--- config.mk ---
export PLATFORM = sky130hd
export DESIGN_NAME = mem_port_arbiter
export DESIGN_NICKNAME = d
export VERILOG_FILES = /design/src/rtl/mem_port_arbiter.sv
export SDC_FILE = /design/constraint.sdc
export NUM_CORES = 1
export LEC_CHECK = 0
export CORE_MARGIN = 4
export CORE_UTILIZATION = 37
export CTS_CLUSTER_DIAMETER = 200
export DETAILED_ROUTE_END_ITERATION = 8
export GPL_ROUTABILITY_DRIVEN = 0
export PLACE_DENSITY = 0.76
export SYNTH_ARGS = -nofsm -noshare
export SYNTH_HDL_FRONTEND = slang
export SYNTH_SLANG_ARGS = --single-unit
--- constraint.sdc ---
create_clock -name clk -period 1.7 [get_ports clk]
set_clock_uncertainty 0.1 [all_clocks]
set_input_delay 0.425 -clock clk [delete_from_list [all_inputs] [get_ports clk]]
set_output_delay 0.425 -clock clk [all_outputs]
set_load 0.005 [all_outputs]
--- src/rtl/mem_port_arbiter.sv ---
// Round-robin arbiter sharing one single-port memory between the CPU bus
// interface and the host loader; the CPU is held off until boot completes.
module mem_port_arbiter #(
    parameter int DW           = 8,
    parameter int AW           = 8,
    parameter int READ_LATENCY = 2
) (
    input  logic          clk,
    input  logic          rst,
    input  logic          cpu_req,
    input  logic          cpu_we,
    input  logic [AW-1:0] cpu_addr,
    input  logic [DW-1:0] cpu_wdata,
    output logic          cpu_gnt,
    output logic          cpu_rvalid,
    output logic [DW-1:0] cpu_rdata,
    input  logic          host_req,
    input  logic          host_we,
    input  logic [AW-1:0] host_addr,
    input  logic [DW-1:0] host_wdata,
    output logic          host_gnt,
    output logic          host_rvalid,
    output logic [DW-1:0] host_rdata,
    input  logic          host_boot_done,
    output logic          cpu_run,
    output logic          mem_en,
    output logic          mem_we,
    output logic [AW-1:0] mem_addr,
    output logic [DW-1:0] mem_wdata,
    input  logic [DW-1:0] mem_rdata,
    output logic          busy
);

    localparam int CW = 2;

    typedef enum logic [1:0] {
        IDLE,
        ISSUE,
        RD_WAIT,
        RD_DONE
    } state_t;

    state_t        state;
    state_t        state_nx;
    logic          sel_host;
    logic          last_cpu;
    logic [CW-1:0] cnt;
    logic          take;
    logic          pick_host;
    logic          cpu_ok;

    // cpu_run doubles as the inverted boot flag so every register resets to 0
    always_comb begin
        state_nx  = state;
        take      = 1'b0;
        pick_host = 1'b0;
        cpu_ok    = cpu_req && cpu_run;
        unique case (state)
            IDLE: begin
                if (host_req || cpu_ok) begin
                    take      = 1'b1;
                    state_nx  = ISSUE;
                    pick_host = host_req && (!cpu_ok || last_cpu);
                end
            end
            ISSUE:   state_nx = mem_we ? IDLE : RD_WAIT;
            RD_WAIT: if (cnt == '0) state_nx = RD_DONE;
            RD_DONE: state_nx = IDLE;
            default: state_nx = IDLE;
        endcase
    end

    always_ff @(posedge clk or posedge rst) begin
        if (rst) begin
            state       <= IDLE;
            sel_host    <= 1'b0;
            last_cpu    <= 1'b0;
            cnt         <= '0;
            cpu_run     <= 1'b0;
            cpu_gnt     <= 1'b0;
            host_gnt    <= 1'b0;
            cpu_rvalid  <= 1'b0;
            host_rvalid <= 1'b0;
            cpu_rdata   <= '0;
            host_rdata  <= '0;
            mem_en      <= 1'b0;
            mem_we      <= 1'b0;
            mem_addr    <= '0;
            mem_wdata   <= '0;
            busy        <= 1'b0;
        end else begin
            state       <= state_nx;
            busy        <= (state_nx != IDLE);
            mem_en      <= 1'b0;
            mem_we      <= 1'b0;
            cpu_gnt     <= 1'b0;
            host_gnt    <= 1'b0;
            cpu_rvalid  <= 1'b0;
            host_rvalid <= 1'b0;
            if (host_boot_done) cpu_run <= 1'b1;
            if (take) begin
                sel_host  <= pick_host;
                last_cpu  <= !pick_host;
                mem_en    <= 1'b1;
                mem_we    <= pick_host ? host_we : cpu_we;
                mem_addr  <= pick_host ? host_addr : cpu_addr;
                mem_wdata <= pick_host ? host_wdata : cpu_wdata;
                cpu_gnt   <= !pick_host;
                host_gnt  <= pick_host;
            end
            if (state == ISSUE && !mem_we) cnt <= CW'(READ_LATENCY - 1);
            if (state == RD_WAIT) begin
                if (cnt == '0) begin
                    if (sel_host) begin
                        host_rdata  <= mem_rdata;
                        host_rvalid <= 1'b1;
                    end else begin
                        cpu_rdata  <= mem_rdata;
                        cpu_rvalid <= 1'b1;
                    end
                end else begin
                    cnt <= cnt - 1'b1;
                end
            end
        end
    end

endmodule

==> results.py, run 1 <==
metrics = {
    "run_status": {
        "run_status": "complete, no violations",
    },
    "power_and_ir_drop": {
        "comb_power_share": 0.478,
        "sequential_share_of_power": 0.383,
        "p_sw_frac": 0.3002,
        "worst_ir_drop_vdd_mv": 0.7581,
        "power_density_over_the_cells_nw_per_um2": 1548,
        "internal-power_w": 0.003405,
        "p_sw_w": 0.001461,
        "leakage_nw": 1.615,
        "clock_power_share": 0.139,
    },
    "setup_path": {
        "worstPathMaxFanout": 2,
        "timing.critical_path.required_ps": 1170,
        "crit-reg2reg-launch": "state[0]$_DFF_PP0_",
        "setup.worst_path.end": "host_rdata[6]",
        "crit_path_category": "reg2out",
        "register_to_register_path_depth": 3,
        "timing.critical_path.depth": 1,
        "r2r_slack_ps": 60,
        "startpoint_type": "flop",
        "endpoint_kind": "primary output",
        "timing.critical_path.cells": "clkdlybuf4s50_1",
        "slowest_stage": "sky130_fd_sc_hd__clkdlybuf4s50_1",
        "crit_path_leading_delay_family": "buffers and inverters",
        "worstReg2RegEnd": "host_rdata[0]$_DFFE_PP0P_",
        "worst_endpoint_data_arrival_time_ps": 1130,
        "critPathBufInv": 1,
        "worst_setup_path_startpoint": "host_rdata[6]$_DFFE_PP0P_",
        "critPathMaxStageDelay_ps": 500,
    },
    "yosys": {
        "syn-num-nets": 176,
        "post_synth_inst_count": 129,
        "ys_types": 23,
        "yosys_register_bits": 46,
        "synth_area_um2": 1887,
        "synth-warning-count": 0,
        "syn_area_per_cell_um2": 14.63,
        "ys_seq_area_frac": 0.6101,
    },
    "global_routing": {
        "grt_max_degree": 39,
        "top_usage_layer": "met2",
        "global_route.usage.met2": 0.2323,
        "grt_overflow": 0,
        "grt_first_pass_wirelength_mm": 7.362,
        "grt_util_all_layers": 0.1519,
        "groute.layer.met1.usage": 0.1921,
        "via_count_of_the_first_global_routing_pass": 1534,
        "global_route_met3_utilization": 0.07336,
        "grt_antenna_before_repair": 0,
    },
    "clocking": {
        "cts_max_path_buffers": 2,
        "root_buffer": "sky130_fd_sc_hd__clkbuf_8",
        "clk_pin_slew_worst_paths_ps": 70,
        "clkSinkCount": 46,
        "ctsHtreeMaxLevel": 2,
        "tritoncts": "built",
        "ctsHoldBuffers": 0,
        "worst_skew_pair.late_latency_ps": 300,
        "cts-buffers-inserted": 5,
    },
    "worst_hold_path": {
        "hold_path.class": "in2async",
    },
    "timing": {
        "timing.max_slew.rel_slack": 0.7946,
        "finalHoldViolCount": 0,
        "final.period_utilization": 0.9750,
        "worst_slew_pin_slew_ps": 308.2,
        "grt_setup_unrepaired": "false",
        "max_clock_freq_mhz": 603.3,
        "setup_viol": 0,
        "drv_slew": 0,
        "period_needed_ps": 1657,
        "setup_tns_ps": 0,
    },
    "routing": {
        "first_pass_iters": 4,
        "detail_route.wirelength_mm": 4.857,
        "ant_nets": 0,
        "vias": 1526,
        "wl_per_cell_um": 15.82,
        "detail_route.vias_per_cell": 4.971,
        "first_iter_violations": 30,
        "drc": 0,
    },
    "floorplan": {
        "core_region_area_um2": 4817,
        "die_height_um": 79.41,
        "starting_density": 0.3917,
        "total_number_of_placement_rows": 25,
        "die_area_um2": 6306,
        "ioPinCount": 87,
        "floorplan.die.width_um": 79.41,
    },
    "placed_design": {
        "placed_cells": 290,
        "port_buffers": 86,
        "post-dp-hpwl_mm": 3.367,
    },
    "job": {
        "drv.max_cap_violation_count": 0,
    },
    "layout": {
        "fillerInstances": 382,
        "synthToLayoutAreaGrowth_pct": 66.58,
        "final_cell_count_no_fill": 307,
        "most-common-layout-cells": "50 x sky130_fd_sc_hd__clkdlybuf4s50_1, 46 x sky130_fd_sc_hd__dfrtp_1, 20 x sky130_fd_sc_hd__dlymetal6s2s_1",
        "num_antenna_cells": 0,
        "drive_above_1_share": 0.2417,
        "layout.cells.most_common": "sky130_fd_sc_hd__clkdlybuf4s50_1",
        "nets": 286,
    },
}
-- per-layer routing --
metal | vias up | routed length (um) | part of all wire
met5 | - | 0 | 0
met4 | 0 | 42 | 0.0086
met3 | 5 | 512 | 0.11
met2 | 76 | 2159 | 0.44
met1 | 736 | 2143 | 0.44
li1 | 709 | - | -
-- area by class of cell --
class	count	area (um2)	share of cell area
Inverter	3	11.26	0.003583
Timing Repair Buffer	108	1085	0.3451
Sequential cell	46	1151	0.3662
Tap cell	67	83.83	0.02667
Clock buffer	6	82.58	0.02627
Clock inverter	2	12.51	0.003981
Multi-Input combinational cell	75	716.9	0.2281
-- flip-flops by register name, indices dropped and copies added (netlist names), 2 cells and up --
signal	flops
cpu_rdata	8
state	2
mem_addr	8
host_rdata	8
mem_wdata	8
cnt	2
-- through the flow --
| stage | worst slack (ps) | instance area, um2 | hold WS (ps) | util | total power, W |
|---|---|---|---|---|---|
| 2_1_floorplan | -59.88 | 1887 | 405.5 | - | 0.002897 |
| 4_1_cts | 2.241 | 3028 | 269.7 | 0.6286 | 0.004858 |
| 3_5_place_dp | -388.4 | 2929 | 391.5 | 0.6081 | 0.004260 |
| 3_3_place_gp | -340.8 | 2929 | 389.3 | 0.6081 | 0.004215 |
| 6_report | 42.53 | 3143 | 266.7 | 0.6525 | 0.004865 |
| 5_1_grt | 1.238 | 3143 | 277.5 | 0.6525 | 0.005225 |
-- cells in the mapped netlist --
cell type / instances / area (um2)
sky130_fd_sc_hd__buf_6: 1 / 11.26
sky130_fd_sc_hd__or3b_2: 1 / 8.760
sky130_fd_sc_hd__nor2_1: 3 / 11.26
sky130_fd_sc_hd__a2111oi_4: 1 / 27.53
sky130_fd_sc_hd__or2_2: 1 / 6.260
sky130_fd_sc_hd__nand2b_4: 1 / 13.76
sky130_fd_sc_hd__nand3_1: 2 / 10.01
sky130_fd_sc_hd__buf_2: 2 / 10.01
sky130_fd_sc_hd__dfrtp_1: 46 / 1151
sky130_fd_sc_hd__and3_1: 1 / 6.260
sky130_fd_sc_hd__mux2_2: 9 / 101.4
sky130_fd_sc_hd__a221o_1: 16 / 160.2
sky130_fd_sc_hd__a21boi_0: 16 / 120.1
sky130_fd_sc_hd__clkbuf_1: 3 / 11.26
sky130_fd_sc_hd__o21ai_0: 3 / 15.01
sky130_fd_sc_hd__inv_1: 3 / 11.26
sky130_fd_sc_hd__a21o_1: 3 / 22.52
sky130_fd_sc_hd__or4b_4: 1 / 13.76
sky130_fd_sc_hd__nand2_1: 5 / 18.77
sky130_fd_sc_hd__o211a_1: 1 / 10.01
sky130_fd_sc_hd__a21oi_1: 1 / 5.000
sky130_fd_sc_hd__mux2_4: 8 / 120.1
sky130_fd_sc_hd__nor4_4: 1 / 21.27
-- what timing repair did --
| action | 4_1_cts | 5_1_grt |
|---|---|---|
| cloned | 0 | 1 |
| endpoints found under the setup margin | 33 | 34 |
| pin swaps | 0 | 1 |
| resized for setup | 17 | 24 |
| buffers inserted | 3 | 5 |
-- power groups by stage --
stage	Combinational (W)	Clock [W]	Sequential, W
finish	0.00232	0.000677	0.00186
floorplan	0.000967	0	0.00193
CTS	0.00229	0.000702	0.00186
global route	0.00254	0.000757	0.00193
global placement	0.00233	0	0.00188
detailed placement	0.00238	0	0.00188
-- logic make-up after synthesis --
kind of cell           Yosys count  share of synthesized area
buffers and inverters            9                    0.02321
muxes                           17                     0.1174
DFF                             46                     0.6101
and+or+nand+nor                 16                    0.05836
AOI/OAI and AO/OA               41                     0.1910
-- worst min path at each step --
stage / startpoint / to / slack [ps] / cells past startpoint
CTS: rst / cpu_rvalid$_DFF_PP0_ / 270 / 2
finish: rst / cpu_rvalid$_DFF_PP0_ / 270 / 2
global route: rst / cpu_rvalid$_DFF_PP0_ / 280 / 2
floorplan: cpu_rdata[0]$_DFFE_PP0P_ / cpu_rdata[0]$_DFFE_PP0P_ / 410 / 1
detailed placement: host_rdata[3]$_DFFE_PP0P_ / host_rdata[3]$_DFFE_PP0P_ / 390 / 1
global placement: cpu_rdata[2]$_DFFE_PP0P_ / cpu_rdata[2]$_DFFE_PP0P_ / 390 / 1
Note: power is estimated with default switching activity, not from simulation.
==> run 2, diff against run 1 <==
--- a/config.mk
+++ b/config.mk
@@ -8,9 +8,11 @@
 export CORE_MARGIN = 4
 export CORE_UTILIZATION = 37
 export CTS_CLUSTER_DIAMETER = 200
+export CTS_CLUSTER_SIZE = 25
 export DETAILED_ROUTE_END_ITERATION = 8
 export GPL_ROUTABILITY_DRIVEN = 0
 export PLACE_DENSITY = 0.76
+export REMOVE_ABC_BUFFERS = 1
 export SYNTH_ARGS = -nofsm -noshare
 export SYNTH_HDL_FRONTEND = slang
 export SYNTH_SLANG_ARGS = --single-unit
==> constraint.sdc (replaced) <==
create_clock -name clk -period 1.5 [get_ports clk]
set_clock_uncertainty 0.1 [all_clocks]
set_input_delay 0.375 -clock clk [delete_from_list [all_inputs] [get_ports clk]]
set_output_delay 0.375 -clock clk [all_outputs]
set_load 0.005 [all_outputs]
==> run 2 against run 1 <==
Against the previous run:
- the flow now finishes with violations (setup timing)
- setup slack worse by 180 ps
- hold slack better by 35 ps
- flip-flop and latch count stayed put
- clock-buffer cell count is 1 lower
- wire length is 13% higher
- total power is 27% higher
- critical endpoint is now host_rdata[4]$_DFFE_PP0P_
- highest routed layer unchanged
==> results.py, run 2 (synthesis gave the netlist of run 1 again) <==
metrics = {
    "setup_path": {
        "r2r_slack_ps": -130,
        "worst_endpoint_data_arrival_time_ps": 1720,
        "register_to_register_path_depth": 3,
        "timing.critical_path.required_ps": 1590,
        "startpoint_type": "flop",
        "worstReg2RegEnd": "host_rdata[4]$_DFFE_PP0P_",
        "endpoint_kind": "flop",
        "crit-reg2reg-launch": "state[0]$_DFF_PP0_",
        "crit_path_category": "reg2reg",
        "worstPathMaxFanout": 5,
    },
    "layout": {
        "regArea_um2": 1152,
        "drive_above_1_share": 0.2702,
        "most-common-layout-cells": "45 x sky130_fd_sc_hd__dfrtp_1, 44 x sky130_fd_sc_hd__clkdlybuf4s50_1, 42 x sky130_fd_sc_hd__dlygate4sd2_1",
        "num_antenna_cells": 0,
        "layout.cell_area.non_filler_um2": 3314,
        "fillerInstances": 369,
        "nets": 294,
        "layout.cells.most_common": "sky130_fd_sc_hd__dfrtp_1",
        "synthToLayoutAreaGrowth_pct": 75.66,
        "multiInputGateArea_um2": 762.0,
    },
    "placed_design": {
        "post-dp-hpwl_mm": 3.538,
        "setup_slack_at_placement_ps": -418.0,
        "dpl-instance-area_um2": 2969,
        "port_buffers": 86,
    },
    "power_and_ir_drop": {
        "power_w": 0.006202,
        "comb_power_share": 0.478,
        "power_density_over_the_cells_nw_per_um2": 1871,
        "clock_power_share": 0.177,
        "p_sw_frac": 0.2980,
        "p_sw_w": 0.001849,
        "worst_ir_drop_vdd_mv": 0.8626,
        "sequential_share_of_power": 0.345,
        "leakage_nw": 1.579,
        "internal-power_w": 0.004354,
    },
    "timing": {
        "setup_viol": 32,
        "drv_slew": 0,
        "finalHoldViolCount": 0,
        "finalHoldWorstSlack_ps": 301.2,
        "timing.max_slew.rel_slack": 0.8212,
        "max_clock_freq_mhz": 612.5,
        "grt_setup_unrepaired": "true",
        "post-route-worst-setup-slack_ps": -132.5,
        "period_needed_ps": 1633,
        "worst_slew_pin_slew_ps": 266.2,
        "final.period_utilization": 1.088,
    },
    "run_status": {
        "failed_checks": "setup timing",
        "run_status": "finished, violations left",
    },
    "floorplan": {
        "total_number_of_placement_rows": 25,
        "die_area_um2": 6306,
        "ioPinCount": 87,
        "starting_density": 0.3917,
        "die_height_um": 79.41,
        "floorplan.die.width_um": 79.41,
        "core_region_area_um2": 4817,
    },
    "global_routing": {
        "grt_util_all_layers": 0.1786,
        "grt_max_degree": 47,
        "grt_overflow": 0,
        "via_count_of_the_first_global_routing_pass": 1717,
        "grt_antenna_before_repair": 0,
        "grt_first_pass_wirelength_mm": 8.652,
    },
    "routing": {
        "detail_route.wirelength_mm": 5.498,
        "wl_per_cell_um": 17.45,
        "ant_nets": 0,
        "first_pass_iters": 4,
        "vias": 1595,
        "detail_route.vias_per_cell": 5.063,
        "drc": 0,
        "first_iter_violations": 41,
    },
    "clocking": {
        "worst_skew_pair.late_latency_ps": 310,
        "clk_pin_slew_worst_paths_ps": 100,
        "root_buffer": "sky130_fd_sc_hd__clkbuf_8",
        "cts_max_path_buffers": 2,
        "clkSinkCount": 46,
        "cts-buffers-inserted": 5,
        "tritoncts": "built",
        "ctsHtreeMaxLevel": 2,
    },
    "worst_hold_path": {
        "hold_path.class": "in2async",
    },
    "job": {
        "drv.max_cap_violation_count": 0,
    },
}
==> run 2: metrics by stage <==
stage                     std cells    util  TNS [ps]
after detailed placement        292  0.6164    -10250
after global placement          292  0.6164     -9011
after global routing            315  0.6881     -3259
after floorplan                 123       -    -11730
final                           315  0.6881     -1918
after CTS                       312  0.6717     -2323
==> run 2: worst max-delay path by stage <==
stage	from	to	cells after the start	slack (ps)
final	state[0]$_DFF_PP0_	host_rdata[4]$_DFFE_PP0P_	3	-130
after global routing	state[0]$_DFF_PP0_	host_rdata[7]$_DFFE_PP0P_	3	-170
after CTS	state[0]$_DFF_PP0_	host_rdata[7]$_DFFE_PP0P_	3	-140
after detailed placement	cpu_req	mem_wdata[0]$_DFFE_PP0P_	5	-420
after global placement	cpu_req	mem_addr[7]$_DFFE_PP0P_	5	-360
after floorplan	state[1]$_DFF_PP0_	mem_we$_DFF_PP0_	3	-560
==> run 2: layout make-up <==
| type | count | area share |
|---|---|---|
| Timing Repair Buffer | 116 | 0.3522 |
| Clock buffer | 5 | 0.02076 |
| Tap cell | 67 | 0.02529 |
| Multi-Input combinational cell | 75 | 0.2299 |
| Clock inverter | 3 | 0.02076 |
| Inverter | 3 | 0.003398 |
| Sequential cell | 46 | 0.3477 |
==> run 2: repair_timing <==
item	4_1_cts	5_1_grt
buffers inserted	8	2
endpoints found under the setup margin	74	34
gates cloned	4	1
resized for setup	57	11
pin swaps	2	18
hold buffers	0	0
==> run 2: power groups by stage <==
stage	clock network, W	registers, W	logic (W)
global route	0.00116	0.00222	0.00321
detailed placement	0	0.00215	0.00278
floorplan	0	0.00219	0.00106
finish	0.00110	0.00214	0.00297
global placement	0	0.00214	0.00269
CTS	0.00111	0.00212	0.00279
==> run 2: metal layers <==
layer,global-route usage,vias to the layer above,part of all wire
met5,0,-,0
met1,0.2223,764,0.42
met4,0.06186,0,0.017
met3,0.06095,8,0.095
li1,-,728,-
met2,0.2896,95,0.47
==> run 2: worst max-delay path, stage by stage (launching register included) <==
cell and delay [ps]:
sky130_fd_sc_hd__dfrtp_1 380, sky130_fd_sc_hd__nand2b_4 160, sky130_fd_sc_hd__or4b_4 560, sky130_fd_sc_hd__mux2_4 330
==> run 3, diff against run 2 <==
--- a/config.mk
+++ b/config.mk
@@ -13,6 +13,7 @@
 export GPL_ROUTABILITY_DRIVEN = 0
 export PLACE_DENSITY = 0.76
 export REMOVE_ABC_BUFFERS = 1
+export SLEW_MARGIN = 40
 export SYNTH_ARGS = -nofsm -noshare
 export SYNTH_HDL_FRONTEND = slang
 export SYNTH_SLANG_ARGS = --single-unit
==> results of run 3 <==
Final layout, timing and power as in run 2 (identical DEF).
